## src/rtl/wifi_dma_handshake_pkg.sv

```systemverilog
// rtl/wifi_dma_handshake_pkg.sv - shared state encoding, direction constants and beat-width helper
package wifi_dma_handshake_pkg;

    typedef enum logic [1:0] {
        IDLE   = 2'd0,
        GRANT  = 2'd1,
        XFER   = 2'd2,
        FINISH = 2'd3
    } state_t;

    localparam logic DIR_TX = 1'b0;
    localparam logic DIR_RX = 1'b1;

    function automatic int beats_w(input int burst_beats);
        return $clog2(burst_beats) + 1;
    endfunction

endpackage

```

## src/rtl/wifi_dma_handshake_if.sv

```systemverilog
// rtl/wifi_dma_handshake_if.sv - peripheral and DMA-engine handshake bundle
interface wifi_dma_handshake_if #(
    parameter int BURST_BEATS = 4
);
    localparam int BW = wifi_dma_handshake_pkg::beats_w(BURST_BEATS);

    logic          DMA_WRITE_REQ;
    logic          DMA_READ_REQ;
    logic          DMA_WRITE_ACK;
    logic          DMA_READ_ACK;
    logic          DMA_WRITE_DONE;
    logic          DMA_READ_DONE;
    logic          eng_start;
    logic          eng_dir;
    logic [BW-1:0] eng_beats;
    logic          eng_done;
    logic          eng_abort;

    modport slave (
        input  DMA_WRITE_REQ, DMA_READ_REQ, eng_done,
        output DMA_WRITE_ACK, DMA_READ_ACK, DMA_WRITE_DONE, DMA_READ_DONE,
        output eng_start, eng_dir, eng_beats, eng_abort
    );

    modport master (
        output DMA_WRITE_REQ, DMA_READ_REQ, eng_done,
        input  DMA_WRITE_ACK, DMA_READ_ACK, DMA_WRITE_DONE, DMA_READ_DONE,
        input  eng_start, eng_dir, eng_beats, eng_abort
    );

endinterface

```

## src/rtl/wifi_dma_chan_cnt.sv

```systemverilog
// rtl/wifi_dma_chan_cnt.sv - per-channel remaining-beat counter with burst sizing
module wifi_dma_chan_cnt
    import wifi_dma_handshake_pkg::*;
#(
    parameter int LEN_WIDTH   = 8,
    parameter int BURST_BEATS = 4,
    parameter int BW          = beats_w(BURST_BEATS)
) (
    input  logic                 clk,
    input  logic                 reset,
    input  logic                 load,
    input  logic [LEN_WIDTH-1:0] len,
    input  logic                 sub,
    input  logic [BW-1:0]        sub_beats,
    input  logic                 clr,
    output logic [BW-1:0]        burst,
    output logic                 zero,
    output logic                 final_burst
);
    logic [LEN_WIDTH-1:0] rem;

    always_ff @(posedge clk) begin
        if (reset) begin
            rem <= '0;
        end else if (load) begin
            rem <= len;
        end else if (clr) begin
            rem <= '0;
        end else if (sub) begin
            rem <= rem - LEN_WIDTH'(sub_beats);
        end
    end

    // rem is untouched between grant and subtract, so final_burst also means rem == granted beats
    always_comb begin
        burst       = (int'(rem) >= BURST_BEATS) ? BW'(BURST_BEATS) : BW'(rem);
        zero        = (rem == '0);
        final_burst = (int'(rem) <= BURST_BEATS);
    end

endmodule

```

## src/rtl/wifi_dma_handshake.sv

```systemverilog
// rtl/wifi_dma_handshake.sv - TX/RX DMA arbitration and burst sequencing for the WiFi PHY
module wifi_dma_handshake
    import wifi_dma_handshake_pkg::*;
#(
    parameter int LEN_WIDTH   = 8,
    parameter int BURST_BEATS = 4,
    parameter int TIMEOUT     = 255
) (
    input  logic                 HCLK,
    input  logic                 reset,
    input  logic                 cfg_load,
    input  logic                 cfg_enable,
    input  logic [LEN_WIDTH-1:0] cfg_wr_len,
    input  logic [LEN_WIDTH-1:0] cfg_rd_len,
    wifi_dma_handshake_if.slave  bus,
    output logic                 busy,
    output logic                 timeout_err
);
    localparam int BW = beats_w(BURST_BEATS);
    localparam int TW = $clog2(TIMEOUT + 1);

    state_t        state, state_n;
    logic          last, last_n, dir_n, pick, load;
    logic [BW-1:0] beats_n, tx_burst, rx_burst;
    logic [TW-1:0] tcnt, tcnt_n;
    logic          tx_zero, rx_zero, tx_final, rx_final, tx_elig, rx_elig;
    logic          tx_sub, rx_sub, tx_clr, rx_clr;
    logic          wr_ack_n, rd_ack_n, wr_done_n, rd_done_n, start_n, abort_n, err_n;

    assign load    = cfg_load && (state == IDLE);
    assign tx_elig = cfg_enable && bus.DMA_WRITE_REQ && !tx_zero;
    assign rx_elig = cfg_enable && bus.DMA_READ_REQ && !rx_zero;
    assign pick    = (rx_elig && (!tx_elig || last == DIR_TX)) ? DIR_RX : DIR_TX;

    wifi_dma_chan_cnt #(.LEN_WIDTH(LEN_WIDTH), .BURST_BEATS(BURST_BEATS)) u_tx (
        .clk(HCLK), .reset(reset), .load(load), .len(cfg_wr_len),
        .sub(tx_sub), .sub_beats(bus.eng_beats), .clr(tx_clr),
        .burst(tx_burst), .zero(tx_zero), .final_burst(tx_final)
    );

    wifi_dma_chan_cnt #(.LEN_WIDTH(LEN_WIDTH), .BURST_BEATS(BURST_BEATS)) u_rx (
        .clk(HCLK), .reset(reset), .load(load), .len(cfg_rd_len),
        .sub(rx_sub), .sub_beats(bus.eng_beats), .clr(rx_clr),
        .burst(rx_burst), .zero(rx_zero), .final_burst(rx_final)
    );

    always_comb begin
        state_n   = state;
        last_n    = last;
        dir_n     = bus.eng_dir;
        beats_n   = bus.eng_beats;
        tcnt_n    = tcnt;
        err_n     = timeout_err;
        wr_ack_n  = 1'b0;
        rd_ack_n  = 1'b0;
        wr_done_n = 1'b0;
        rd_done_n = 1'b0;
        start_n   = 1'b0;
        abort_n   = 1'b0;
        tx_sub    = 1'b0;
        rx_sub    = 1'b0;
        tx_clr    = 1'b0;
        rx_clr    = 1'b0;
        case (state)
            IDLE: begin
                if (load) begin
                    err_n = 1'b0;
                end else if (tx_elig || rx_elig) begin
                    dir_n    = pick;
                    beats_n  = (pick == DIR_RX) ? rx_burst : tx_burst;
                    last_n   = pick;
                    start_n  = 1'b1;
                    wr_ack_n = (pick == DIR_TX);
                    rd_ack_n = (pick == DIR_RX);
                    state_n  = GRANT;
                end
            end
            GRANT: begin
                tcnt_n  = '0;
                state_n = XFER;
            end
            XFER: begin
                tcnt_n = tcnt + 1'b1;
                // completion takes priority over a simultaneous expiry
                if (bus.eng_done) begin
                    tx_sub    = (bus.eng_dir == DIR_TX);
                    rx_sub    = (bus.eng_dir == DIR_RX);
                    wr_done_n = (bus.eng_dir == DIR_TX) && tx_final;
                    rd_done_n = (bus.eng_dir == DIR_RX) && rx_final;
                    state_n   = FINISH;
                end else if (tcnt == TW'(TIMEOUT - 1)) begin
                    abort_n = 1'b1;
                    err_n   = 1'b1;
                    tx_clr  = (bus.eng_dir == DIR_TX);
                    rx_clr  = (bus.eng_dir == DIR_RX);
                    state_n = IDLE;
                end
            end
            FINISH: begin
                state_n = IDLE;
            end
            default: begin
                state_n = IDLE;
            end
        endcase
    end

    always_ff @(posedge HCLK) begin
        if (reset) begin
            state              <= IDLE;
            last               <= DIR_TX;
            tcnt               <= '0;
            bus.DMA_WRITE_ACK  <= 1'b0;
            bus.DMA_READ_ACK   <= 1'b0;
            bus.DMA_WRITE_DONE <= 1'b0;
            bus.DMA_READ_DONE  <= 1'b0;
            bus.eng_start      <= 1'b0;
            bus.eng_dir        <= DIR_TX;
            bus.eng_beats      <= '0;
            bus.eng_abort      <= 1'b0;
            busy               <= 1'b0;
            timeout_err        <= 1'b0;
        end else begin
            state              <= state_n;
            last               <= last_n;
            tcnt               <= tcnt_n;
            bus.DMA_WRITE_ACK  <= wr_ack_n;
            bus.DMA_READ_ACK   <= rd_ack_n;
            bus.DMA_WRITE_DONE <= wr_done_n;
            bus.DMA_READ_DONE  <= rd_done_n;
            bus.eng_start      <= start_n;
            bus.eng_dir        <= dir_n;
            bus.eng_beats      <= beats_n;
            bus.eng_abort      <= abort_n;
            busy               <= (state_n != IDLE);
            timeout_err        <= err_n;
        end
    end

endmodule
```

## src/flat_wrapper.sv

```systemverilog
// flat-port wrapper written by rule: the top's interface ports become plain ports
module wifi_dma_handshake_flat import wifi_dma_handshake_pkg::*;
#(
    parameter int LEN_WIDTH   = 8,
    parameter int BURST_BEATS = 4,
    parameter int TIMEOUT     = 255
)
  (HCLK, reset, cfg_load, cfg_enable, cfg_wr_len, cfg_rd_len, busy, timeout_err, bus_DMA_WRITE_REQ, bus_DMA_READ_REQ, bus_eng_done, bus_DMA_WRITE_ACK, bus_DMA_READ_ACK, bus_DMA_WRITE_DONE, bus_DMA_READ_DONE, bus_eng_start, bus_eng_dir, bus_eng_beats, bus_eng_abort);
  wifi_dma_handshake_if #(.BURST_BEATS(BURST_BEATS)) bus_i ();
  input  logic HCLK;
  input  logic reset;
  input  logic cfg_load;
  input  logic cfg_enable;
  input  logic [LEN_WIDTH-1:0] cfg_wr_len;
  input  logic [LEN_WIDTH-1:0] cfg_rd_len;
  output logic busy;
  output logic timeout_err;
  input wire logic [$bits(bus_i.DMA_WRITE_REQ)-1:0] bus_DMA_WRITE_REQ;
  input wire logic [$bits(bus_i.DMA_READ_REQ)-1:0] bus_DMA_READ_REQ;
  input wire logic [$bits(bus_i.eng_done)-1:0] bus_eng_done;
  output wire logic [$bits(bus_i.DMA_WRITE_ACK)-1:0] bus_DMA_WRITE_ACK;
  output wire logic [$bits(bus_i.DMA_READ_ACK)-1:0] bus_DMA_READ_ACK;
  output wire logic [$bits(bus_i.DMA_WRITE_DONE)-1:0] bus_DMA_WRITE_DONE;
  output wire logic [$bits(bus_i.DMA_READ_DONE)-1:0] bus_DMA_READ_DONE;
  output wire logic [$bits(bus_i.eng_start)-1:0] bus_eng_start;
  output wire logic [$bits(bus_i.eng_dir)-1:0] bus_eng_dir;
  output wire logic [$bits(bus_i.eng_beats)-1:0] bus_eng_beats;
  output wire logic [$bits(bus_i.eng_abort)-1:0] bus_eng_abort;
  assign bus_i.DMA_WRITE_REQ = bus_DMA_WRITE_REQ;
  assign bus_i.DMA_READ_REQ = bus_DMA_READ_REQ;
  assign bus_i.eng_done = bus_eng_done;
  assign bus_DMA_WRITE_ACK = bus_i.DMA_WRITE_ACK;
  assign bus_DMA_READ_ACK = bus_i.DMA_READ_ACK;
  assign bus_DMA_WRITE_DONE = bus_i.DMA_WRITE_DONE;
  assign bus_DMA_READ_DONE = bus_i.DMA_READ_DONE;
  assign bus_eng_start = bus_i.eng_start;
  assign bus_eng_dir = bus_i.eng_dir;
  assign bus_eng_beats = bus_i.eng_beats;
  assign bus_eng_abort = bus_i.eng_abort;
  wifi_dma_handshake #(.LEN_WIDTH(LEN_WIDTH), .BURST_BEATS(BURST_BEATS), .TIMEOUT(TIMEOUT)) u_core (.HCLK(HCLK), .reset(reset), .cfg_load(cfg_load), .cfg_enable(cfg_enable), .cfg_wr_len(cfg_wr_len), .cfg_rd_len(cfg_rd_len), .bus(bus_i), .busy(busy), .timeout_err(timeout_err));
endmodule
```

## config.mk

```make
export PLATFORM = sky130hd
export DESIGN_NAME = wifi_dma_handshake_flat
export DESIGN_NICKNAME = d
export VERILOG_FILES = /design/src/rtl/wifi_dma_handshake_pkg.sv /design/src/rtl/wifi_dma_handshake_if.sv /design/src/rtl/wifi_dma_chan_cnt.sv /design/src/rtl/wifi_dma_handshake.sv /design/src/flat_wrapper.sv
export SDC_FILE = /design/constraint.sdc
export NUM_CORES = 1
export LEC_CHECK = 0
export ABC_CLOCK_PERIOD_IN_PS = 2400
export CORE_UTILIZATION = 35
export DETAILED_ROUTE_END_ITERATION = 8
export PLACE_DENSITY_LB_ADDON = 0.15
export SLEW_MARGIN = 25
export SYNTH_ARGS = -nofsm -noshare
export SYNTH_HDL_FRONTEND = slang
export SYNTH_SLANG_ARGS = --single-unit
```

## constraint.sdc

```tcl
create_clock -name HCLK -period 2.4 [get_ports HCLK]
set_clock_uncertainty 0.15 [all_clocks]
set_input_delay 0.24 -clock HCLK [delete_from_list [all_inputs] [get_ports HCLK]]
set_output_delay 0.24 -clock HCLK [all_outputs]
set_load 0.005 [all_outputs]
```

==> reports/qor.yml, run 1 <==
route:
  drc: 0
  detail-route-antenna-nets: 0
  drtIter0Drc: 87
  vias: 2080
  routed_wirelength_um: 5570
  drt-wirelength-per-cell_um: 14.4
  firstDrtPassIters: 4
  vias_per_cell: 5.39
global_route:
  grt_usage: 0.186
  grt_max_degree: 34
  first_global_vias: 2006
  antenna_found_initial: 0
  grt-ovfl-total: 0
  grt_pass1_wl_um: 9390
sta:
  timing.final.ws_setup_ns: 0.179
  period_needed_ns: 2.22
  max_freq_mhz: 450
  finalSetupViolCount: 0
  final_hold_viol_count: 0
  post-route-period-util: 0.925
  relSlewSlack: 0.686
  rsz0062_at_grt: "no"
  setup_tns_ns: 0
  drv_slew: 0
  worst_pin_slew_ns: 0.467
place:
  post-dp-hpwl_um: 4130
  routabilityCongestion: 0.834
  portBuffers: 34
  placed_area_um2: 2750
  pre_cts_ws_ns: 0.136
yosys:
  avgSynthCellArea_um2: 8.45
  ys.flop_type: "dfxtp_1"
  synth_nets: 305
  yosysWarnings: 0
  seq_area_frac_synth: 0.338
  netlist-cell-type-count: 53
  ys_seq_elements: 38
  synth_edf_count: 0
  synthCells: 266
  synth_area_um2: 2250
  synthArstFlopShare: 0
worst_setup_path:
  required_ns: 2.46
  start_kind: "flip-flop"
  cp-end-kind: "flip-flop"
  r2r_cells: 7
  ff2ff_setup_slack_ns: 0.18
  crit_type: "flip-flop to flip-flop"
  r2r_start: "u_core.bus.eng_beats[1]"
  crit_fanout: 2
  r2r-end: "u_core.u_tx.rem[5]"
  arrival_ns: 2.28
floorplanning:
  die_h_um: 82.2
  io_pins: 35
  fp.coreArea_um2: 6060
  die-area_um2: 6750
  row_count: 28
  start_util: 0.371
  die_w_um: 82.2
clock_network:
  cts_tree: "done"
  numClockSinks: 38
  cts_max_path_buffers: 2
  htreeDepth: 2
  cts-buffers-inserted: 5
  hold_buffers: 0
  clkTransAtPathRegs_ns: 0.08
  cts_root_buf: "clkbuf_8"
  clkLatencyLatePin_ns: 0.30
min_path:
  hold_path.class: "flip-flop to flip-flop"
  hold-path-cell-count: 2
  min_from: "u_core.bus.eng_beats[2]"
  whs_endpoint: "u_core.bus.eng_beats[2]"
power_and_ir_drop:
  leakagePower_nw: 1.08
  p_per_area_nw_per_um2: 979
  ir_drop_mv: 0.510
finish:
  nets: 349
  fillCellCount: 591
  area_delta_synth_final_pct: 26.8
  n_antenna_cell: 0
  final_layout_size_suffix_gt1_frac: 0.125
  area.sequential_um2: 762
  multi_input_area_um2: 1400
  final_cell_area_um2: 2850
flow_run:
  cap_viol_max_count: 0
outcome:
  outcome: "completed"
[Yosys cell counts, types with 3 or more instances]
master    number  area (µm²)
a211oi_1       9        67.6
a21o_1         5        37.5
a21oi_1       17        85.1
a22oi_1        4        30.0
a31o_2         3        26.3
a31oi_1        3        18.8
and2_1         3        18.8
and3_1         4        25.0
clkbuf_1       9        33.8
dfxtp_1       38         761
ha_1          14         175
inv_1         15        56.3
nand2_1       24        90.1
nand3_1        6        30.0
nand3b_1       4        30.0
nand4_1        3        18.8
nor2_1        27         101
nor2b_1        5        31.3
nor3_1         9        45.0
nor4_1         4        25.0
o211ai_1       3        22.5
o21ai_0        7        35.0
o31ai_1        5        37.5
xor2_1         8        70.1
[worst max path at each step]
stage,slack (ns),cells past startpoint,endpoint,from
detailed placement,0.14,8,u_core.u_rx.rem[6],u_core.bus.eng_beats[0]
global route,0.01,7,u_core.u_tx.rem[5],u_core.bus.eng_beats[1]
global placement,0.19,7,u_core.u_tx.rem[5],u_core.bus.eng_beats[1]
CTS,0.1,7,u_core.u_tx.rem[5],u_core.bus.eng_beats[1]
floorplan,0.08,7,u_core.u_tx.rem[5],u_core.bus.eng_beats[1]
finish,0.18,7,u_core.u_tx.rem[5],u_core.bus.eng_beats[1]
[placed cells by master, fill, tap and decap left out, types with 2 or more instances in the layout]
cell type and count:
or3_1 2, inv_1 15, a221oi_1 2, or4_1 2
xnor2_1 2, xor2_1 8, nand3_1 6, a211oi_2 2
buf_4 11, a22oi_1 4, nand2_1 24, o211ai_1 3
nor2_1 27, nor3_1 9, nand3b_1 4, a311oi_1 2
nor2b_1 5, clkbuf_8 6, a211oi_1 9, a31oi_1 3
ha_1 14, fa_1 2, and2_1 3, clkdlybuf4s50_1 34
a31o_2 3, nor4_1 3, a21oi_1 17, o21ai_0 6
dfxtp_1 37, o21ai_4 2, o31ai_1 5, a21o_1 5
and3_1 4, nand4_1 3
[cell families (layout without fill, tap and decap cells)]
group,after synthesis,count (layout),synth area share
compound gates,73,73,0.242
xor+xnor,10,10,0.0390
fa+ha+maj,16,16,0.0957
buf+inv,24,69,0.0401
flops,38,38,0.338
simple gates,105,105,0.245
[flip-flops by register name, indices dropped and copies added (netlist names), 2 cells and up]
name / flops
u_core.state: 2
u_core.u_tx.rem: 8
u_core.tcnt: 8
u_core.u_rx.rem: 8
u_core.bus.eng_beats: 3
[metrics by stage]
| stage | total power [mW] | util | hold slack, ns | instances |
|---|---|---|---|---|
| after detailed placement | 2.32 | 0.454 | 0.320 | 378 |
| final | 2.79 | 0.470 | 0.331 | 386 |
| after global routing | 3.04 | 0.470 | 0.339 | 386 |
| after floorplan | 1.86 | - | 0.231 | 266 |
| after global placement | 2.32 | 0.454 | 0.307 | 378 |
| after CTS | 2.81 | 0.469 | 0.333 | 386 |
[critical path, cell delays in order, from the launching register on]
cell,delay (ns)
dfxtp_1,0.34
inv_1,0.06
ha_1,0.28
nor2b_1,0.13
o21ai_1,0.15
or4b_2,0.62
a21o_1,0.20
a221oi_1,0.22
[per-layer routing]
layer	share of wire	wire length, µm	GRT usage	vias to the layer above
met5	0	0	0	-
met4	0.012	65	0.0561	0
met3	0.055	304	0.0451	7
met2	0.44	2430	0.296	43
met1	0.50	2760	0.246	969
li1	-	-	-	1061
[area by class of cell]
type                    instances  area share
clock buffers                   7      0.0303
clock inverters                 1     0.00176
inverters                      15      0.0198
multi-input cells             204       0.493
flip-flops and latches         38       0.267
well taps                      75      0.0329
repair buffers                 46       0.155
[report_power, final]
part	leakage [nW]	internal [mW]	total [mW]	switching (mW)
logic	0.717	0.667	1.44	0.776
clock network	0.0482	0.232	0.467	0.235
registers	0.310	0.752	0.880	0.129
[what timing repair did]
| item | in CTS | in global routing |
|---|---|---|
| setup buffers | 0 | 0 |
| gates resized for setup | 0 | 3 |
| endpoints found under the setup margin | 0 | 2 |
(Power assumes the default switching activity.)
==> inputs of run 2 (changes only) <==
ABC_AREA = 0   (was not set)
==> results of run 2 <==
Same layout as run 1: the final DEF is identical, and so are final timing and power.
